`src/rtl/crypt_pkg.sv`:
```
`default_nettype none
// ============================================================================
//  Module      : crypt_pkg
//  Description : Shared definitions for the byte-substitution cipher
//                datapaths (encryptor and block_decrypt_serial).
//                - BLOCK_BYTES / BLOCK_W : block geometry
//                - fsm_state_e            : block FSM encodings
//                - round_key()            : per-round key schedule
//  Revision    : 1.0 - initial release
// ============================================================================
package crypt_pkg;

    localparam int BLOCK_BYTES = 16;
    localparam int BLOCK_W     = BLOCK_BYTES * 8;

    typedef enum logic [1:0] {
        LOAD   = 2'd0,
        ROUND  = 2'd1,
        UNLOAD = 2'd2
    } fsm_state_e;

    // Round r key: the cipher key with the round number XORed into every byte.
    function automatic logic [BLOCK_W-1:0] round_key(
        input logic [BLOCK_W-1:0] key,
        input logic [7:0]         r
    );
        return key ^ {BLOCK_BYTES{r}};
    endfunction

endpackage : crypt_pkg
`default_nettype wire

```
`src/rtl/inv_s_box_gf.sv`:
```
`default_nettype none
// ============================================================================
//  Module      : inv_s_box_gf
//  Description : 8-bit combinational inverse substitution box.
//                Ports:
//                  sel  in  8  substituted byte
//                  data out 8  recovered byte (sel ^ 8'hFF)
//  Revision    : 1.0 - initial release
// ============================================================================
module inv_s_box_gf (
    input  logic [7:0] sel,
    output logic [7:0] data
);

    assign data = sel ^ 8'hFF;

endmodule : inv_s_box_gf
`default_nettype wire

```
`src/rtl/block_decrypt_serial.sv`:
```
`default_nettype none
// ============================================================================
//  Module      : block_decrypt_serial
//  Description : Byte-serial iterative block decryptor. Loads a 16-byte
//                ciphertext block, runs ROUNDS inverse rounds (one per cycle,
//                round ROUNDS-1 down to 0), then streams 16 plaintext bytes.
//                Ports:
//                  clk        in   1    rising-edge clock
//                  rst        in   1    synchronous active-high reset
//                  key        in   128  cipher key, sampled with first byte
//                  in_data    in   8    ciphertext byte (first -> [127:120])
//                  in_valid   in   1    in_data valid
//                  in_ready   out  1    block accepts a byte this cycle
//                  out_data   out  8    plaintext byte (first = [127:120])
//                  out_valid  out  1    out_data valid
//                  out_ready  in   1    consumer accepts out_data
//                  busy       out  1    not idle in LOAD with empty buffer
//  Revision    : 1.0 - initial release
// ============================================================================
module block_decrypt_serial
    import crypt_pkg::*;
#(
    parameter int ROUNDS = 10
) (
    input  logic               clk,
    input  logic               rst,
    input  logic [BLOCK_W-1:0] key,
    input  logic [7:0]         in_data,
    input  logic               in_valid,
    output logic               in_ready,
    output logic [7:0]         out_data,
    output logic               out_valid,
    input  logic               out_ready,
    output logic               busy
);

    if (ROUNDS < 1 || ROUNDS > 255) begin : g_rounds_range_check
        $error("block_decrypt_serial: ROUNDS must be in 1..255");
    end

    localparam logic [7:0] c_last_rnd  = 8'(ROUNDS - 1);
    localparam logic [3:0] c_last_byte = 4'(BLOCK_BYTES - 1);

    // ------------------------------------------------------------------------
    // State
    // ------------------------------------------------------------------------
    fsm_state_e         fsm_q,      fsm_d;
    logic [3:0]         byte_cnt_q, byte_cnt_d;
    logic [7:0]         rnd_q,      rnd_d;
    logic [BLOCK_W-1:0] key_reg_q,  key_reg_d;
    logic [BLOCK_W-1:0] state_q,    state_d;

    // ------------------------------------------------------------------------
    // Round datapath: key XOR, rotate right one byte, inverse S-box per byte
    // ------------------------------------------------------------------------
    logic [BLOCK_W-1:0] w_round_key;
    logic [BLOCK_W-1:0] w_mixed;
    logic [BLOCK_W-1:0] w_rotated;
    logic [BLOCK_W-1:0] w_sbox_out;

    assign w_round_key = round_key(key_reg_q, rnd_q);
    assign w_mixed     = state_q ^ w_round_key;
    assign w_rotated   = {w_mixed[7:0], w_mixed[BLOCK_W-1:8]};

    for (genvar i = 0; i < BLOCK_BYTES; i++) begin : g_inv_sbox
        inv_s_box_gf u_inv_s_box (
            .sel  (w_rotated[i*8 +: 8]),
            .data (w_sbox_out[i*8 +: 8])
        );
    end

    // ------------------------------------------------------------------------
    // State register
    // ------------------------------------------------------------------------
    always_ff @(posedge clk) begin
        if (rst) begin
            fsm_q      <= LOAD;
            byte_cnt_q <= 4'd0;
            rnd_q      <= 8'd0;
            key_reg_q  <= '0;
            state_q    <= '0;
        end else begin
            fsm_q      <= fsm_d;
            byte_cnt_q <= byte_cnt_d;
            rnd_q      <= rnd_d;
            key_reg_q  <= key_reg_d;
            state_q    <= state_d;
        end
    end

    // ------------------------------------------------------------------------
    // Next-state logic
    // ------------------------------------------------------------------------
    always_comb begin
        fsm_d      = fsm_q;
        byte_cnt_d = byte_cnt_q;
        rnd_d      = rnd_q;
        key_reg_d  = key_reg_q;
        state_d    = state_q;

        case (fsm_q)
            LOAD: begin
                if (in_valid) begin
                    state_d    = {state_q[BLOCK_W-9:0], in_data};
                    byte_cnt_d = byte_cnt_q + 4'd1;
                    // Key is latched with the first byte so later key
                    // changes cannot corrupt a block already in flight.
                    if (byte_cnt_q == 4'd0) begin
                        key_reg_d = key;
                    end
                    if (byte_cnt_q == c_last_byte) begin
                        byte_cnt_d = 4'd0;
                        rnd_d      = c_last_rnd;
                        fsm_d      = ROUND;
                    end
                end
            end

            ROUND: begin
                state_d = w_sbox_out;
                if (rnd_q == 8'd0) begin
                    fsm_d = UNLOAD;
                end else begin
                    rnd_d = rnd_q - 8'd1;
                end
            end

            UNLOAD: begin
                if (out_ready) begin
                    state_d    = {state_q[BLOCK_W-9:0], 8'h00};
                    byte_cnt_d = byte_cnt_q + 4'd1;
                    if (byte_cnt_q == c_last_byte) begin
                        byte_cnt_d = 4'd0;
                        fsm_d      = LOAD;
                    end
                end
            end

            default: begin
                fsm_d = LOAD;
            end
        endcase
    end

    // ------------------------------------------------------------------------
    // Outputs (decoded from registered state only)
    // ------------------------------------------------------------------------
    assign in_ready  = (fsm_q == LOAD);
    assign out_valid = (fsm_q == UNLOAD);
    // Output byte is forced to zero outside UNLOAD so partial load data
    // never appears on the consumer bus.
    assign out_data  = out_valid ? state_q[BLOCK_W-1 -: 8] : 8'h00;
    assign busy      = (fsm_q != LOAD) || (byte_cnt_q != 4'd0);

endmodule : block_decrypt_serial
`default_nettype wire

```
`config.mk`:
```
export PLATFORM = sky130hd
export DESIGN_NAME = block_decrypt_serial
export DESIGN_NICKNAME = d
export VERILOG_FILES = /design/src/rtl/crypt_pkg.sv /design/src/rtl/inv_s_box_gf.sv /design/src/rtl/block_decrypt_serial.sv
export SDC_FILE = /design/constraint.sdc
export NUM_CORES = 1
export LEC_CHECK = 0
export ABC_CLOCK_PERIOD_IN_PS = 4100
export CAP_MARGIN = 20
export CORE_MARGIN = 8
export CORE_UTILIZATION = 50
export CTS_CLUSTER_SIZE = 30
export DETAILED_ROUTE_END_ITERATION = 12
export PLACE_DENSITY = 0.79
export SETUP_SLACK_MARGIN = 0.1
export SKIP_CTS_REPAIR_TIMING = 1
export SLEW_MARGIN = 40
export SYNTH_ARGS = -nofsm -noshare
export SYNTH_HDL_FRONTEND = slang
export SYNTH_SLANG_ARGS = --single-unit
```
`constraint.sdc`:
```
create_clock -name clk -period 4.1 [get_ports clk]
set_input_delay 0.615 -clock clk [delete_from_list [all_inputs] [get_ports clk]]
set_output_delay 0.615 -clock clk [all_outputs]
set_load 0.01 [all_outputs]
```
# After elaboration in Yosys (flattened, before gate mapping)
# Index checks and enable logic that the tools add are counted.
[classes] n_eq_ne=9 muxes=18 n_addsub=2 reduce_logical=14 bitwise=18
[op_table] operator="one-hot mux 128 bit (3 select lines)" count=1
[op_table] operator="two-way mux 128 bit" count=2
[op_table] operator="bitwise XOR 128 bit" count=2
[op_table] operator="inverter 8 bit" count=16
[op_table] operator="two-way mux 8 bit" count=4
[op_table] operator="one-hot mux 8 bit (2 select lines)" count=1
[op_table] operator="two-way mux 4 bit" count=3
[op_table] operator="two-way mux 2 bit" count=5
[op_table] operator="AND reduction 3 bit" count=3
[op_table] operator="logical NOT 8 bit" count=1
[op_table] operator="one-hot mux 4 bit (2 select lines)" count=1
[op_table] operator="subtractor 8 x 1 -> 8 bit (second input constant)" count=1
[op_table] operator="inequality test 2 x 1 -> 1 bit (second input constant)" count=3
[op_table] operator="inequality test 2 bit (second input constant)" count=3
[op_table] operator="one-hot mux 2 bit (3 select lines)" count=1
[op_table] operator="nonzero test 2 bit" count=3
[op_table] operator="AND reduction 5 bit" count=1
[op_table] operator="adder 4 x 1 -> 4 bit (second input constant)" count=1
[op_table] operator="equality test 4 bit (second input constant)" count=1
[op_table] operator="logical NOT 4 bit" count=1
[op_table] operator="AND reduction 4 bit" count=1
[op_table] operator="nonzero test 4 bit" count=1
[op_table] operator="nonzero test 3 bit" count=1
[op_table] operator="equality test 2 x 1 -> 1 bit (second input constant)" count=1
[op_table] operator="3 further kinds" count=3
[word_totals] ff_bits=270 word_cells=66 inputBits=140 output_inout_bits=11

# Logic depth before layout (Yosys ltp)
# Gate-level depths: netlist (run 1).
[depth] ltp_word=4 mapped_depth=9 mapped_depth_nobuf=6

# By module
# Synthesis (run 1) repeated with hierarchy kept, for this count alone.
[unflattened] cells_unflattened=1663 area_unflattened_um2=13221.4
[modules_own_cells] module="block_decrypt_serial" area_per_inst_um2=12741.0 instances=1 seq_area_each_um2=5405.2 cells_each=1535
[modules_own_cells] module="inv_s_box_gf" area_per_inst_um2=30.0 instances=16 seq_area_each_um2=0.0 cells_each=8

# Worst setup path after synthesis (run 1)
# No wires, ideal clock.
[synth_timing] path_type="register -> register" startpoint="register fsm_q[0]" endpoint="register state_q[117]" n_path_buf=3 stages_incl_launch_ff=9 t_required_ns=4.014 period_less_slack_ns=1.830 arrival_time_ns=1.745 setup_ns=0.086 slack_ns=2.270 path_cell_list="dfxtp_1 inv_1 ha_1 buf_2 nand2b_1 buf_2 clkbuf_1 a22oi_1 a211oi_1"
[synth_via] elab_chain_len=3 elab_cells_between_ends=8 classes_between="eq/ne: 4; mux: 1; reduce/logical: 3"
[synth_rtl] element="start, declared" line_no="block_decrypt_serial.sv:47" source="fsm_state_e fsm_q, fsm_d;"
[synth_rtl] element="start signal, assigned" line_no="block_decrypt_serial.sv:83" source="fsm_q <= fsm_d;"
[synth_rtl] element="equality test 2 bit, or another cell as far along" line_no="block_decrypt_serial.sv:101" source="case (fsm_q)"
[synth_rtl] element="inequality test 2 x 1 -> 1 bit (no line), or another cell as far along"
[synth_rtl] element="AND reduction 3 bit (no line)"
[synth_rtl] element="end signal, assigned" line_no="block_decrypt_serial.sv:87" source="state_q <= state_d;"
[synth_rtl] element="end, declared" line_no="block_decrypt_serial.sv:51" source="logic [BLOCK_W-1:0] state_q, state_d;"
# Parallel ways exist; a longest one is shown, timed or not.
# A chain may end at the register's enable or synchronous reset.

# Worst setup path after layout (run 1)
[layout_timing] startpoint="register fsm_q[0]" endpoint="output port out_data[1]"
[layout_via] elab_chain_len=2
[layout_rtl] element="equality test 2 bit" line_no="block_decrypt_serial.sv:149" source="assign out_valid = (fsm_q == UNLOAD);"
[layout_rtl] element="two-way mux 8 bit" line_no="block_decrypt_serial.sv:152" source="assign out_data = out_valid ? state_q[BLOCK_W-1 -: 8] : 8'h00;"
[layout_rtl] element="end, declared" line_no="block_decrypt_serial.sv:31" source="output logic [7:0] out_data,"
# No other way between the ends.

==> key figures, run 1 <==
Run status
  – Outcome: finished, final reports clean

STA
  – RSZ-0062 raised after global routing: no
  – Final critical-path required period: ~2900 ps
  – FMAX: 0.341 GHz
  – Final max-slew violation count: 0
  – Endpoints failing setup: 0
  – Worst-margin pin slew: approximately 800 ps
  – Worst Clk Skew: roughly 9.2 ps
  – Max_slew headroom: between 40% and 50%
  – Final setup margin: 1160 ps
  – Final hold violations: 0
  – Final Cycle Share: 71.6%
  – Hold Slack: about 470 ps
  – Post-Route Setup TNS: 0 ps

Synth
  – Syn Nets: roughly 1,700
  – Sequential element share of the synthesized area: 41.7%
  – Area share of the largest cell type after synthesis: 41.7%
  – Post-synth top area cell: dfxtp_1
  – Async set-or-reset flop fraction in the synthesized netlist: 0%
  – Yosys warns: 0
  – Syn avg cell area: approximately 8.5 µm²
  – Top cells by area, synth: dfxtp_1 (42%), xnor2_1 (11%), nand2_1 (7.6%)
  – Area of the mapped netlist: between 0.01 and 0.015 mm²
  – Yosys reg bits: 270
  – EDFF count, synth: 0
  – Library cells used by synthesis: between 40 and 50
  – Syn Inst Count: approximately 1,500
  – Main synth FF type: dfxtp_1

Min path
  – Class of the worst hold path: reg -> reg
  – Hold path depth: 2
  – HP Start: key_reg_q[13]
  – WHS Endpoint: key_reg_q[13]

Drt
  – DR WL/cell: between 15 and 20 µm
  – Via count: approximately 11,000
  – Total Wirelength: ~35,000 µm
  – Via density: 5.68
  – First-pass DRT Iterations: 6
  – Initial drt markers: between 900 and 1,000
  – Residual DRC: 0
  – Final ANT Viol Nets: 0

GRT
  – M3 GR Usage: under 10%
  – Gr busiest metal: met2
  – Global-route usage over all layers: 21.3%
  – Antenna violations before repair: 0
  – Largest net degree at the start of global routing: roughly 130
  – Met1 GRT Util: between 20% and 30%
  – First-pass GRT wire length: 55,100 µm
  – Total grt overflow: 0
  – Met2 usage in global routing: between 30% and 40%
  – Vias in the first global route: 10,627

Cells and area
  – Final net count: around 1,700
  – Fillers: about 2,200
  – Design area: around 0.015 mm²
  – Syn-to-layout area delta: 18.5%
  – Final std cells w/o fill: between 1,500 and 2,000
  – Layout cell share with drive strength beyond 1: under 10%
  – N_diodes: 0

Placed design
  – Hpwl dp: roughly 23,000 µm
  – DP Worst Slack: about 1300 ps
  – Routability congestion estimate: approximately 0.85
  – Placed cells: 1,903
  – Placed Area: around 0.015 mm²
  – # port buffers: 150

Power
  – Sw frac: about two fifths
  – Clock power frac: between 10% and 20%
  – Psw: about 5.1 mW
  – Logic pwr share: a little under half
  – Power Internal: between 7 and 8 mW
  – Sequential fraction of design power: 34.7%
  – PwrDens: ~800 mW/mm²
  – VDD IR max: about 0.00042 V
  – Static Leak: around 5.7 nW

Critical path
  – Crit end category: output pin
  – R2r setup slk: roughly 1400 ps
  – Crit path max-delay family: buffers and inverters
  – CP Class: reg -> out
  – Slowest cell on crit path: ha_1
  – Worst endpoint required time: roughly 3500 ps
  – Buf/Inv on CP: 2
  – CP arrival: 2320 ps
  – R2r endpoint: state_q[38]
  – CP Depth: 4
  – Worst r2r src: fsm_q[0]
  – Slowest cell delay on critical path: between 500 and 600 ps
  – Crit path launch type: flip-flop
  – Register-to-Register Path Depth: 6
  – CP Cell Sequence: inv_1 > ha_1 > and2_1 > clkdlybuf4s50_1
  – Critical Path Fanout Max: 15

Die
  – Initial core utilization: 50.3%
  – Cell Rows: a little under 60
  – IO Pins: between 150 and 200
  – Die height: 177 µm
  – Core area: between 0.02 and 0.03 mm²
  – Die footprint: ~0.031 mm²
  – Die W: approximately 180 µm

Clock tree
  – CTS Root Cell: clkbuf_16
  – TritonCTS Buffers: 28
  – Reg clk slew, reported paths: 60 ps
  – CTS tree: done
  – H-tree depth: 1
  – Clock sink count: 270
  – Max Root-Sink Buffers: 3
  – Worst skew pair latency: around 540 ps

Job
  – Max_cap viols: 0
-- state kept, by name, summed over array words and instances, names as in the netlist --
name / cells
state_q: 128
key_reg_q: 128
byte_cnt_q: 4
rnd_q: 8
fsm_q: 2
-- cell type report --
class / instances / area [µm²] / area share [%]
repair buffers: 167 / 1700 / 11.0
multi-input cells: 1116 / 6930 / 45.1
clock inverters: 8 / 43.8 / 0.285
inverters: 15 / 56.3 / 0.366
well taps: 335 / 419 / 2.73
flip-flops and latches: 270 / 5410 / 35.2
clock buffers: 40 / 817 / 5.32
-- layout by cell type, fill, tap and decap left out, drive strengths merged, types with 5 or more instances in the layout --
cell type      count
a211oi           121
a21oi            135
a22oi            121
and2               9
buf               17
clkbuf            41
clkdlybuf4s50    149
clkinv             8
dfxtp            270
ha                 8
inv               15
mux2i              5
nand2            264
nand2b             8
nand4              5
nor2             134
nor3               8
o221a              7
xnor2            162
xor2              95
-- metal layers --
layer / vias to the layer above / wire length [µm]
met5: - / 0
met1: 5192 / 15200
met2: 426 / 16500
li1: 5388 / -
met4: 0 / 1010
met3: 66 / 2180
-- per-stage QoR --
| step | total power, mW | util, % |
|---|---|---|
| 5_1_grt | 13.0 | 59.6 |
| 3_3_place_gp | 9.58 | 56.3 |
| 4_1_cts | 12.2 | 59.6 |
| 3_5_place_dp | 9.80 | 56.3 |
| 6_report | 12.2 | 59.6 |
| 2_1_floorplan | 8.48 | - |
-- worst register-to-register path: stages (launching register included) --
cell,delay (ps)
dfxtp_1,390
inv_1,90
ha_1,570
and2_4,720
buf_12,360
a22oi_1,160
a211oi_1,330
-- logic make-up (layout without fill, tap and decap cells) --
| group | count (synthesis) | after routing | synth area share, % |
|---|---|---|---|
| and+or+nand+nor | 445 | 445 | 13.9 |
| AOI/OAI and AO/OA | 401 | 401 | 20.9 |
| DFF | 270 | 270 | 41.7 |
| xor gates and xnor gates | 257 | 257 | 17.4 |
| buffers and inverters | 148 | 230 | 4.98 |
| adders and majority gates | 8 | 8 | 0.772 |
| muxes | 5 | 5 | 0.386 |
-- worst max path at each step --
stage | startpoint | to | slack [ps]
floorplan | fsm_q[0] | state_q[117] | 2270
global placement | in_valid | state_q[127] | 1390
detailed placement | in_valid | state_q[113] | 1270
CTS | fsm_q[0] | out_data[1] | 1150
global route | fsm_q[0] | out_data[1] | 1090
finish | fsm_q[0] | out_data[1] | 1160
-- power by group through the flow --
stage | combinational [mW] | sequential [mW] | clock, mW
6_report | 5.58 | 4.25 | 2.40
2_1_floorplan | 4.57 | 3.91 | 0
5_1_grt | 6.18 | 4.32 | 2.55
3_5_place_dp | 5.52 | 4.27 | 0
3_3_place_gp | 5.33 | 4.25 | 0
4_1_cts | 5.59 | 4.23 | 2.43
-- cells in the mapped netlist, drive strengths merged, types with 5 or more instances --
cell,count
nand4,5
clkbuf,74
nor2,134
xor2,95
nand2b,8
buf,59
a211oi,121
o221a,7
and2,9
xnor2,162
nand2,264
nor3,8
mux2i,5
dfxtp,270
a21oi,135
inv,15
a22oi,121
ha,8
Note: power is estimated with default switching activity, not from simulation.
==> run 2, diff against run 1 <==
--- a/config.mk
+++ b/config.mk
@@ -5,7 +5,7 @@
 export SDC_FILE = /design/constraint.sdc
 export NUM_CORES = 1
 export LEC_CHECK = 0
-export ABC_CLOCK_PERIOD_IN_PS = 4100
+export ABC_CLOCK_PERIOD_IN_PS = 2800
 export CAP_MARGIN = 20
 export CORE_MARGIN = 8
 export CORE_UTILIZATION = 50
==> constraint.sdc (replaced) <==
create_clock -name clk -period 2.8 [get_ports clk]
set_input_delay 0.42 -clock clk [delete_from_list [all_inputs] [get_ports clk]]
set_output_delay 0.42 -clock clk [all_outputs]
set_load 0.01 [all_outputs]
==> run 2 against run 1 <==
Compared with the run above:
- clock power up 70%
- flip-flop and latch count unchanged
- wire length down 1.2%
- die area unchanged
- power up 53%
- highest routed layer unchanged
==> key figures, run 2 (synthesis results as in run 1) <==
Run status
  – Outcome: finished, final reports clean

Drt
  – Final ANT Viol Nets: 0
  – Via count: around 11,000
  – Total Wirelength: about 34,000 µm
  – Residual DRC: 0
  – Initial drt markers: between 900 and 1,000
  – Via density: about 5.6
  – First-pass DRT Iterations: 6
  – DR WL/cell: ~18 µm

Placed design
  – Placed cells: around 1,900
  – Routability congestion estimate: around 0.85
  – Hpwl dp: 23,300 µm
  – # port buffers: 150

GRT
  – First-pass GRT wire length: roughly 56,000 µm
  – Largest net degree at the start of global routing: approximately 130
  – Vias in the first global route: 10,728
  – Antenna violations before repair: 0
  – Global-route usage over all layers: roughly a fifth
  – Total grt overflow: 0

Clock tree
  – CTS Root Cell: clkbuf_16
  – TritonCTS Buffers: 28
  – Clock sink count: 270
  – CTS tree: done
  – Max Root-Sink Buffers: 3
  – H-tree depth: 1
  – Worst skew pair latency: ~550 ps
  – Reg clk slew, reported paths: roughly 60 ps

STA
  – Worst Clk Skew: roughly 16 ps
  – Worst-margin pin slew: 697 ps
  – Final Cycle Share: 93.6%
  – Max_slew headroom: a little over half
  – Final hold violations: 0
  – Post-Route Setup TNS: 0 ps
  – Final critical-path required period: around 2600 ps
  – Endpoints failing setup: 0
  – FMAX: about 0.38 GHz
  – RSZ-0062 raised after global routing: yes
  – Final max-slew violation count: 0

Cells and area
  – Syn-to-layout area delta: 21.2%
  – Largest regs: key_reg_q (128), state_q (128), rnd_q (8)
  – Most frequent cells in the layout: dfxtp_1 (270), nand2_1 (264), xnor2_1 (162)
  – N_diodes: 0
  – Final std cells w/o fill: around 2,000
  – Layout cell share with drive strength beyond 1: under 10%
  – Final net count: about 1,800
  – Most common cell after layout, fill and taps aside: dfxtp_1

Critical path
  – R2r endpoint: state_q[88]
  – CP arrival: roughly 2200 ps
  – Critical Path Fanout Max: 14
  – CP Class: reg -> out
  – R2r setup slk: 500 ps
  – Register-to-Register Path Depth: 7
  – Worst r2r src: fsm_q[0]
  – Crit path launch type: flip-flop
  – Crit end category: output pin
  – Worst endpoint required time: between 2000 and 2500 ps

Power
  – PwrDens: 1190 mW/mm²
  – Static Leak: between 5 and 6 nW
  – VDD IR max: 0.000766 V

Die
  – Die W: around 180 µm
  – Initial core utilization: between 50% and 60%
  – Die footprint: approximately 0.031 mm²
  – Die height: 177 µm
  – Core area: 0.0258 mm²
  – IO Pins: approximately 150
  – Cell Rows: 59

Min path
  – Class of the worst hold path: in -> reg
  – Hold path depth: 2
  – WHS Endpoint: byte_cnt_q[2]
  – HP Start: rst

Job
  – Max_cap viols: 0
==> run 2: cell count changes in the layout (fill, tap and decap cells not counted), sizes merged <==
| cell | previous run | this run |
|---|---|---|
| buf | 17 | 31 |
| bufinv | 0 | 5 |
| clkinv | 8 | 5 |
| clkbuf | 41 | 39 |
| clkinvlp | 0 | 1 |
| inv | 15 | 16 |
==> run 2: routing by layer <==
metal  GRT usage [%]  part of all wire, %
met1            28.5                   44
met3            2.92                  6.3
met2            34.8                   46
met5               0                    0
met4            8.02                  3.0
==> run 2: through the flow <==
stage / utilization (%) / worst slack [ps] / area, µm² / hold WS, ps / total power, mW
2_1_floorplan: - / 970 / 13000 / 448 / 12.4
3_3_place_gp: 57.0 / 598 / 14700 / 455 / 14.3
3_5_place_dp: 57.0 / 502 / 14700 / 462 / 14.6
4_1_cts: 61.0 / 13.4 / 15700 / 244 / 18.8
5_1_grt: 61.0 / 97.3 / 15700 / 286 / 19.9
6_report: 61.0 / 179 / 15700 / 260 / 18.7
==> run 2: where the power goes <==
part	switching (mW)	internal (mW)	total, mW	leakage, nW
Sequential	1.26	4.97	6.22	2.22
Clock	1.58	2.49	4.07	0.498
Combinational	4.69	3.75	8.45	3.14
==> run 2: how the worst max path moves through the flow <==
stage                         from      endpoint  slack (ps)  cells past startpoint
after detailed placement  in_valid   state_q[82]         500                      6
after CTS                 fsm_q[0]   out_data[1]          10                      4
final                     fsm_q[1]          busy         180                      4
after floorplan           fsm_q[0]  state_q[117]         970                      8
after global routing      fsm_q[1]          busy         100                      4
after global placement    in_valid      rnd_q[7]         600                      5
==> run 2: cell type report <==
class,instances,area (µm²)
multi-input combinational,1116,6930
tap,335,419
timing repair buffer,180,1880
sequential,270,5410
clock inverter,12,206
inverter,15,56.3
clock buffer,39,812
fill,2148,10100
==> run 2: critical path, stage by stage, from the launching register on <==
cell             delay, ps
dfxtp_1                330
inv_1                  110
ha_1                   480
nand3_1                200
clkdlybuf4s50_1        530
